===== config.mk =====
export PLATFORM = sky130hd
export DESIGN_NAME = sort_mem_arbiter
export DESIGN_NICKNAME = d
export VERILOG_FILES = /design/src/rtl/sort_mem_arbiter.sv
export SDC_FILE = /design/constraint.sdc
export NUM_CORES = 1
export LEC_CHECK = 0
export CAP_MARGIN = 20
export CORE_ASPECT_RATIO = 2
export CORE_MARGIN = 2
export CORE_UTILIZATION = 36
export CTS_CLUSTER_DIAMETER = 30
export DETAILED_ROUTE_END_ITERATION = 10
export PLACE_DENSITY = 0.79
export SETUP_SLACK_MARGIN = 0.1
export SLEW_MARGIN = 20
export SYNTH_ARGS = -nofsm -noshare
export SYNTH_HDL_FRONTEND = slang
export SYNTH_SLANG_ARGS = --single-unit

===== constraint.sdc =====
create_clock -name clk -period 2.4 [get_ports clk]
set_input_delay 0.36 -clock clk [delete_from_list [all_inputs] [get_ports clk]]
set_output_delay 0.36 -clock clk [all_outputs]
set_load 0.02 [all_outputs]

===== src/rtl/sort_mem_arbiter.sv =====
// sort_mem_arbiter
// Two-requester arbiter in front of the sorter's shared synchronous RAM.
// Requester A is the user load/readback port, requester B the sort engine.
// One access per cycle, round-robin priority in IDLE, optional multi-cycle
// lock per requester bounded by MAX_LOCK so neither side can starve.
//
// Lock accounting: lock_cnt_r holds the number of locked cycles already
// completed, including the IDLE grant cycle that took the lock. A lock is
// force-released at the end of the cycle that makes the total reach
// MAX_LOCK, so MAX_LOCK = N gives the owner exactly N consecutive cycles
// and MAX_LOCK = 1 never leaves IDLE at all.
module sort_mem_arbiter #(
  parameter int AW       = 3,
  parameter int DW       = 8,
  parameter int MAX_LOCK = 16
) (
  input  logic          clk,
  input  logic          rst,
  input  logic          req_a,
  input  logic          req_b,
  input  logic          lock_a,
  input  logic          lock_b,
  input  logic          wr_a,
  input  logic          wr_b,
  input  logic [AW-1:0] addr_a,
  input  logic [AW-1:0] addr_b,
  input  logic [DW-1:0] wdata_a,
  input  logic [DW-1:0] wdata_b,
  output logic          gnt_a,
  output logic          gnt_b,
  output logic          rvalid_a,
  output logic          rvalid_b,
  output logic [DW-1:0] rdata,
  output logic          mem_wr,
  output logic          mem_rd,
  output logic [AW-1:0] mem_wraddr,
  output logic [AW-1:0] mem_rdaddr,
  output logic [DW-1:0] mem_datain,
  input  logic [DW-1:0] mem_dataout
);

  typedef enum logic [1:0] {
    IDLE   = 2'd0,
    LOCK_A = 2'd1,
    LOCK_B = 2'd2
  } state_t;

  typedef enum logic [1:0] {
    TAG_NONE = 2'd0,
    TAG_A    = 2'd1,
    TAG_B    = 2'd2
  } tag_t;

  // prio_r encoding: 0 = A has priority, 1 = B has priority.
  localparam logic       PRIO_A      = 1'b0;
  localparam logic       PRIO_B      = 1'b1;
  localparam logic [7:0] MAX_LOCK_C  = 8'(MAX_LOCK);
  localparam bit         LIMITED_C   = (MAX_LOCK != 0);
  localparam bit         ONE_CYCLE_C = (MAX_LOCK == 1);

  state_t     state_r;
  logic       prio_r;
  logic [7:0] lock_cnt_r;
  tag_t       rtag_r;

  logic          any_gnt_s;
  logic          sel_wr_s;
  logic [AW-1:0] sel_addr_s;
  logic [DW-1:0] sel_wdata_s;
  logic          win_lock_s;
  logic [7:0]    cnt_inc_s;
  logic          limit_hit_s;

  // Grant decision: owner-only while locked, priority tie-break in IDLE.
  always_comb begin
    gnt_a = 1'b0;
    gnt_b = 1'b0;
    if (rst) begin
      gnt_a = 1'b0;
      gnt_b = 1'b0;
    end else begin
      case (state_r)
        LOCK_A: begin
          gnt_a = req_a;
          gnt_b = 1'b0;
        end
        LOCK_B: begin
          gnt_a = 1'b0;
          gnt_b = req_b;
        end
        default: begin
          if (req_a && req_b) begin
            gnt_a = (prio_r == PRIO_A);
            gnt_b = (prio_r == PRIO_B);
          end else begin
            gnt_a = req_a;
            gnt_b = req_b;
          end
        end
      endcase
    end
  end

  // Select the granted requester's access fields and lock request.
  always_comb begin
    any_gnt_s = gnt_a | gnt_b;
    if (gnt_b) begin
      sel_wr_s    = wr_b;
      sel_addr_s  = addr_b;
      sel_wdata_s = wdata_b;
      win_lock_s  = lock_b;
    end else begin
      sel_wr_s    = wr_a;
      sel_addr_s  = addr_a;
      sel_wdata_s = wdata_a;
      win_lock_s  = lock_a;
    end
  end

  // Drive the RAM port; unused address/data lines are held at zero.
  always_comb begin
    mem_wr     = 1'b0;
    mem_rd     = 1'b0;
    mem_wraddr = '0;
    mem_rdaddr = '0;
    mem_datain = '0;
    if (any_gnt_s) begin
      if (sel_wr_s) begin
        mem_wr     = 1'b1;
        mem_wraddr = sel_addr_s;
        mem_datain = sel_wdata_s;
      end else begin
        mem_rd     = 1'b1;
        mem_rdaddr = sel_addr_s;
      end
    end else begin
      mem_wr = 1'b0;
      mem_rd = 1'b0;
    end
  end

  // Saturating lock counter increment and the forced-release test.
  always_comb begin
    if (lock_cnt_r == 8'hFF) begin
      cnt_inc_s = 8'hFF;
    end else begin
      cnt_inc_s = lock_cnt_r + 8'd1;
    end
    limit_hit_s = LIMITED_C && (cnt_inc_s == MAX_LOCK_C);
  end

  // Arbiter FSM: ownership, round-robin priority, lock count and read tag.
  always_ff @(posedge clk) begin
    if (rst) begin
      state_r    <= IDLE;
      prio_r     <= PRIO_A;
      lock_cnt_r <= 8'd0;
      rtag_r     <= TAG_NONE;
    end else begin
      if (any_gnt_s && !sel_wr_s) begin
        rtag_r <= gnt_b ? TAG_B : TAG_A;
      end else begin
        rtag_r <= TAG_NONE;
      end

      case (state_r)
        LOCK_A: begin
          if (!lock_a) begin
            state_r    <= IDLE;
            lock_cnt_r <= 8'd0;
          end else if (limit_hit_s) begin
            state_r    <= IDLE;
            prio_r     <= PRIO_B;
            lock_cnt_r <= 8'd0;
          end else begin
            lock_cnt_r <= cnt_inc_s;
          end
        end
        LOCK_B: begin
          if (!lock_b) begin
            state_r    <= IDLE;
            lock_cnt_r <= 8'd0;
          end else if (limit_hit_s) begin
            state_r    <= IDLE;
            prio_r     <= PRIO_A;
            lock_cnt_r <= 8'd0;
          end else begin
            lock_cnt_r <= cnt_inc_s;
          end
        end
        IDLE: begin
          if (any_gnt_s) begin
            // The loser of this grant gets priority next time.
            prio_r <= gnt_a ? PRIO_B : PRIO_A;
            if (win_lock_s && !ONE_CYCLE_C) begin
              state_r    <= gnt_a ? LOCK_A : LOCK_B;
              lock_cnt_r <= 8'd1;
            end else begin
              state_r    <= IDLE;
              lock_cnt_r <= 8'd0;
            end
          end else begin
            state_r    <= IDLE;
            lock_cnt_r <= 8'd0;
          end
        end
        default: begin
          state_r    <= IDLE;
          lock_cnt_r <= 8'd0;
        end
      endcase
    end
  end

  // Read return: the tag registered at issue time names the receiver.
  always_comb begin
    rdata = mem_dataout;
    if (rst) begin
      rvalid_a = 1'b0;
      rvalid_b = 1'b0;
    end else begin
      rvalid_a = (rtag_r == TAG_A);
      rvalid_b = (rtag_r == TAG_B);
    end
  end

endmodule


# Word level (Yosys, flattened, before mapping)

Cells that the tools add are included.

Output and inout port bits: 28
Register bits: 13
Logic and storage cells: 70
Bits of input ports: 38

Multiplexer cells: 44
Reductions and logical operators: 7
Equal/unequal tests: 11
Bitwise gates (word level): 3
Add/sub/neg operators: 1

Operators by type and width:

| cell                                                | number |
|---|---|
| 2-to-1 mux 8 bit                                    | 8 |
| one-hot mux 8 bit (3 select lines)                  | 1 |
| 2-to-1 mux 1 bit                                    | 19 |
| 2-to-1 mux 3 bit                                    | 5 |
| 2-to-1 mux 2 bit                                    | 7 |
| != test 2 bit, second input constant                | 5 |
| adder 8 x 1 -> 8 bit, second input constant         | 1 |
| equality test 8 x 5 -> 1 bit, second input constant | 1 |
| equality test 8 bit, second input constant          | 1 |
| one-hot mux 2 bit (3 select lines)                  | 1 |
| AND reduction 6 bit                                 | 1 |
| equality test 2 x 1 -> 1 bit, second input constant | 2 |
| equality test 2 bit, second input constant          | 2 |
| one-hot mux 1 bit (2 select lines)                  | 2 |
| one-hot mux 1 bit (3 select lines)                  | 1 |
| nonzero test 3 bit                                  | 1 |
| logical AND 1 bit                                   | 2 |
| zero test 2 bit                                     | 1 |
| NOT 1 bit                                           | 2 |
| OR reduction 2 bit                                  | 1 |
| zero test 1 bit                                     | 1 |
| OR 1 bit                                            | 1 |

# Longest topological paths before layout

Word-level depth: 9
Gate-level depth with buffers: 9
Gate-level depth less buffers: 9

# Worst setup path before layout

OpenSTA, ideal clock, no wires.

Path type: reg-to-output
Start: register state_r[0]
End: output mem_rdaddr[2]
Stages on the path, launching flop included: 9
Arrival: 2.048 ns
Data required time: 2.040 ns
Slack: -0.008 ns
Cells stage by stage: dfxtp_1 inv_1 ha_1 nor2b_1 nor4b_1 buf_2 buf_2 mux2i_1 nor2_1

Longest elaborated chain between the ends: 6
Elaborated cells on any way between the ends: 11

RTL lines:

| element                                                                    | line | RTL |
|---|---|---|
| start, declared                                                            | 61   | `state_t state_r;` |
| start signal, assigned                                                     | 196  | `state_r <= gnt_a ? LOCK_A : LOCK_B;` |
| equality test 2 bit / equality test 2 x 1 -> 1 bit (equally long branches) | 82   | `case (state_r)` |
| one-hot mux 1 bit (2 select lines) (*)                                     | 82   |  |
| 2-to-1 mux 1 bit (*)                                                       | 78   | `if (rst) begin` |
| via gnt_b                                                                  | 30   | `output logic gnt_b,` |
| 2-to-1 mux 3 bit / 2-to-1 mux 1 bit (equally long branches)                | 107  | `if (gnt_b) begin` |
| 2-to-1 mux 3 bit                                                           | 128  | `if (sel_wr_s) begin` |
| 2-to-1 mux 3 bit (*)                                                       | 127  | `if (any_gnt_s) begin` |
| end, declared                                                              | 37   | `output logic [AW-1:0] mem_rdaddr,` |

The timed path passes the listed nets; every way through them passes the cells marked *.

# Worst setup path after layout

Start: register state_r[0]
End: output mem_rdaddr[0]

Longest elaborated chain between the ends: 6
Elaborated cells on any way between the ends: 11

RTL lines:

| element                                                                    | line |
|---|---|
| equality test 2 bit / equality test 2 x 1 -> 1 bit (equally long branches) | 82 |
| one-hot mux 1 bit (2 select lines)                                         | 82 |
| 2-to-1 mux 1 bit                                                           | 78 |
| 2-to-1 mux 3 bit / 2-to-1 mux 1 bit (equally long branches)                | 107 |
| 2-to-1 mux 3 bit                                                           | 128 |
| 2-to-1 mux 3 bit (*)                                                       | 127 |

Every way passes the cells marked *; elsewhere a longest branch is shown, timed or not.

==> flow_metrics.env <==
export IMPL_status="finished, violations left"
export IMPL_required_ns=2.04
export IMPL_grt_pass1_vias=1235
export IMPL_fp_dieArea_um2=3370
export IMPL_netlist_area_um2=1040
export IMPL_fmax_ghz=0.400
export IMPL_slowest_delay_ns=0.37
export IMPL_crit_type="reg2out"
export IMPL_antenna_found_initial=0
export IMPL_dr_pass1_iters=4
export IMPL_ys_types=40
export IMPL_start_kind="flop"
export IMPL_clock_latency_ns=0.24
export IMPL_synth_fp_nets=172
export IMPL_final_area_um2=1770
export IMPL_netlist_area_leader_share_pct=24.9
export IMPL_synth_largest_area_cell="dfxtp_1"
export IMPL_place_hpwl_mm=2.46
export IMPL_final_layout_size_suffix_gt1_share_pct=36.6
export IMPL_finalSetupViolCount=16
export IMPL_via_count=1169
export IMPL_fin_crit_sh_pct=104
export IMPL_synth_cells=129
export IMPL_busiest_layer="met2"
export IMPL_cts_tree="done"
export IMPL_hp_class="reg2reg"
export IMPL_finalHoldViolCount=0
export IMPL_nNetsFinal=230
export IMPL_setup_slack_ns=-0.0976
export IMPL_core_area_um2=2770
export IMPL_start_util_pct=37.7
export IMPL_grt_pass1_wl_mm=5.06
export IMPL_grt_ovfl_total=0
export IMPL_htree_num_levels=1
export IMPL_ioPinCount=66
export IMPL_synth_seq_area_share_pct=24.9
export IMPL_use_met1_pct=15.7
export IMPL_hold_buffers=0
export IMPL_n_antenna_cell=0
export IMPL_period_minus_slack_ns=2.50
export IMPL_vias_per_cell=5.44
export IMPL_tightestPinTransition_ns=0.472
export IMPL_drt_iter0_drc=9
export IMPL_crit_fanout=5
export IMPL_total_power_mw=0.716
export IMPL_cts_buffers=3
export IMPL_fillCellCount=243
export IMPL_peakVddDrop_mv=0.267
export IMPL_grt_total_usage_pct=19.7
export IMPL_synth_edff_count=0
export IMPL_die_w_um=42.1
export IMPL_power_density_nw_per_um2=405
export IMPL_drv_cap=0
export IMPL_synth_avg_cell_area_um2=8.10
export IMPL_area_growth_pct=69.2
export IMPL_cpMostUsedCell="buf_4"
export IMPL_grt_max_degree=13
export IMPL_gr_usage_met3_pct=4.72
export IMPL_drv_slew=0
export IMPL_avgRoutedWirePerCell_um=15.0
export IMPL_violations="setup timing"
export IMPL_grtUsageMet2_pct=40.9
export IMPL_clock_root_buffer="clkbuf_8"
export IMPL_synthFlopType="dfxtp_1"
export IMPL_fp_row_count=27
export IMPL_synth_async_reset_ratio_pct=0
export IMPL_globalplace_congestion=0.823
export IMPL_placed_area_um2=1610
export IMPL_cts_sinks=13
export IMPL_detail_route_antenna_nets=0
export IMPL_wl_mm=3.23
export IMPL_drc=0
export IMPL_port_buffers=49
export IMPL_end_kind="output pin"
export IMPL_clkTransAtPathRegs_ns=0.06
export IMPL_rsz0062_at_grt="yes"
export IMPL_yosys_register_bits=13
export IMPL_synthTopCellsByArea="dfxtp_1 25%, mux2i_1 11%, nor2_1 7.5%, ha_1 6.0%, buf_4 5.7%"
export IMPL_fp_dieH_um=80.2
export IMPL_cp_slowest_cell="dfxtp_2"
export IMPL_cts_path_max_buffers=2
export IMPL_cp_cell_sequence="inv_4 -> ha_4 -> nor2b_4 -> nor4b_4 -> buf_4 -> buf_4 -> mux2i_2 -> nor2_1 -> buf_2"
export IMPL_cellLeakagePower_nw=0.713
export IMPL_fin_worst_skew_ns=0.00327
export IMPL_max_slew_margin_pct=68.1
export IMPL_yosysWarnings=0
export IMPL_crit_arrival_ns=2.14
## metal layers
metal  wire length, um  share of wire (%)
met4                89                2.8
met3               234                7.2
met2              1880                 58
met1              1020                 32
met5                 0                  0
## cell type report
class	count	area, um2	share of cell area, %
Clock buffer	4	45.0	2.55
Inverter	7	28.8	1.63
Multi-Input combinational cell	97	785	44.4
Sequential cell	13	263	14.9
Tap cell	29	36.3	2.05
Timing Repair Buffer	65	611	34.5
## Yosys cell counts (2+ instances only)
cell / instances
a21oi_1: 7
xnor2_1: 2
xor2_1: 2
nand2_1: 3
nor4b_1: 2
and3_1: 2
mux2i_1: 12
or3_1: 2
nand3_1: 6
nor3b_1: 3
buf_2: 4
nor2_1: 21
nor2b_1: 3
nand2b_1: 5
ha_1: 5
a31o_2: 2
dfxtp_1: 13
buf_4: 8
inv_1: 6
## power breakdown
group | internal, mW | switching (mW)
Clock | 0.117 | 0.0766
Combinational | 0.157 | 0.131
Sequential | 0.224 | 0.00879
Total | 0.499 | 0.217
## sequential cells by signal, summed over array words and instances (netlist names)
| register | count |
|---|---|
| lock_cnt_r | 8 |
| prio_r | 1 |
| rtag_r | 2 |
| state_r | 2 |
## kinds of logic after synthesis
group	share of synthesized area, %
adder cells (fa/ha/maj)	5.99
XOR/XNOR	3.35
buffers and inverters	10.2
AO/OA/AOI/OAI	14.9
flip-flops	24.9
AND/OR/NAND/NOR	26.8
multiplexers	13.9
## critical path, delay by kind of cell (launching register included)
family	cells	cell delay [ns]
buffers and inverters	4	0.54
adders and majority gates	1	0.26
and+or+nand+nor	3	0.47
muxes	1	0.26
DFF	1	0.37
## cell usage in the layout (no fill, tap or decap), types with 2 or more instances in the layout
cell,instances
clkdlybuf4s50_1,31
buf_4,16
buf_6,13
nor2_2,11
dfxtp_1,11
nor2_1,10
mux2i_1,9
a21oi_1,7
nand3_1,6
nand2b_1,5
inv_1,4
ha_1,4
mux2i_2,3
nand2_1,3
clkbuf_8,3
buf_2,3
inv_2,2
nor2b_4,2
nor3b_1,2
and3_1,2
xor2_1,2
or3_1,2
a31o_2,2
xnor2_1,2
dfxtp_2,2
## per-stage QoR
| step | setup TNS, ns | util [%] | setup slack [ns] | cells | hold slack [ns] |
|---|---|---|---|---|---|
| 6_report | -1.08 | 63.8 | -0.0976 | 215 | 0.567 |
| 5_1_grt | -2.75 | 63.8 | -0.198 | 215 | 0.576 |
| 4_1_cts | -1.09 | 60.9 | -0.0896 | 215 | 0.559 |
| 3_5_place_dp | -6.07 | 58.2 | -0.393 | 209 | 0.539 |
| 3_3_place_gp | -5.07 | 58.2 | -0.327 | 209 | 0.514 |
| 2_1_floorplan | 0 | - | 0.116 | 129 | 0.425 |
## timing repair
item	in CTS	in global routing
setup endpoints to repair	18	18
resized for setup	96	26
pin swaps	4	5
buffers inserted	1	0
cloned	1	0
## path summary, 6_finish.rpt
path         slack [ns]        from  depth (start not counted)            end
max reg2reg        0.34  state_r[0]                         11         prio_r
min                0.57  state_r[0]                          2     state_r[0]
max                -0.1  state_r[0]                          9  mem_rdaddr[0]
min reg2reg        0.57  state_r[0]                          2     state_r[0]
(Power assumes the default switching activity.)
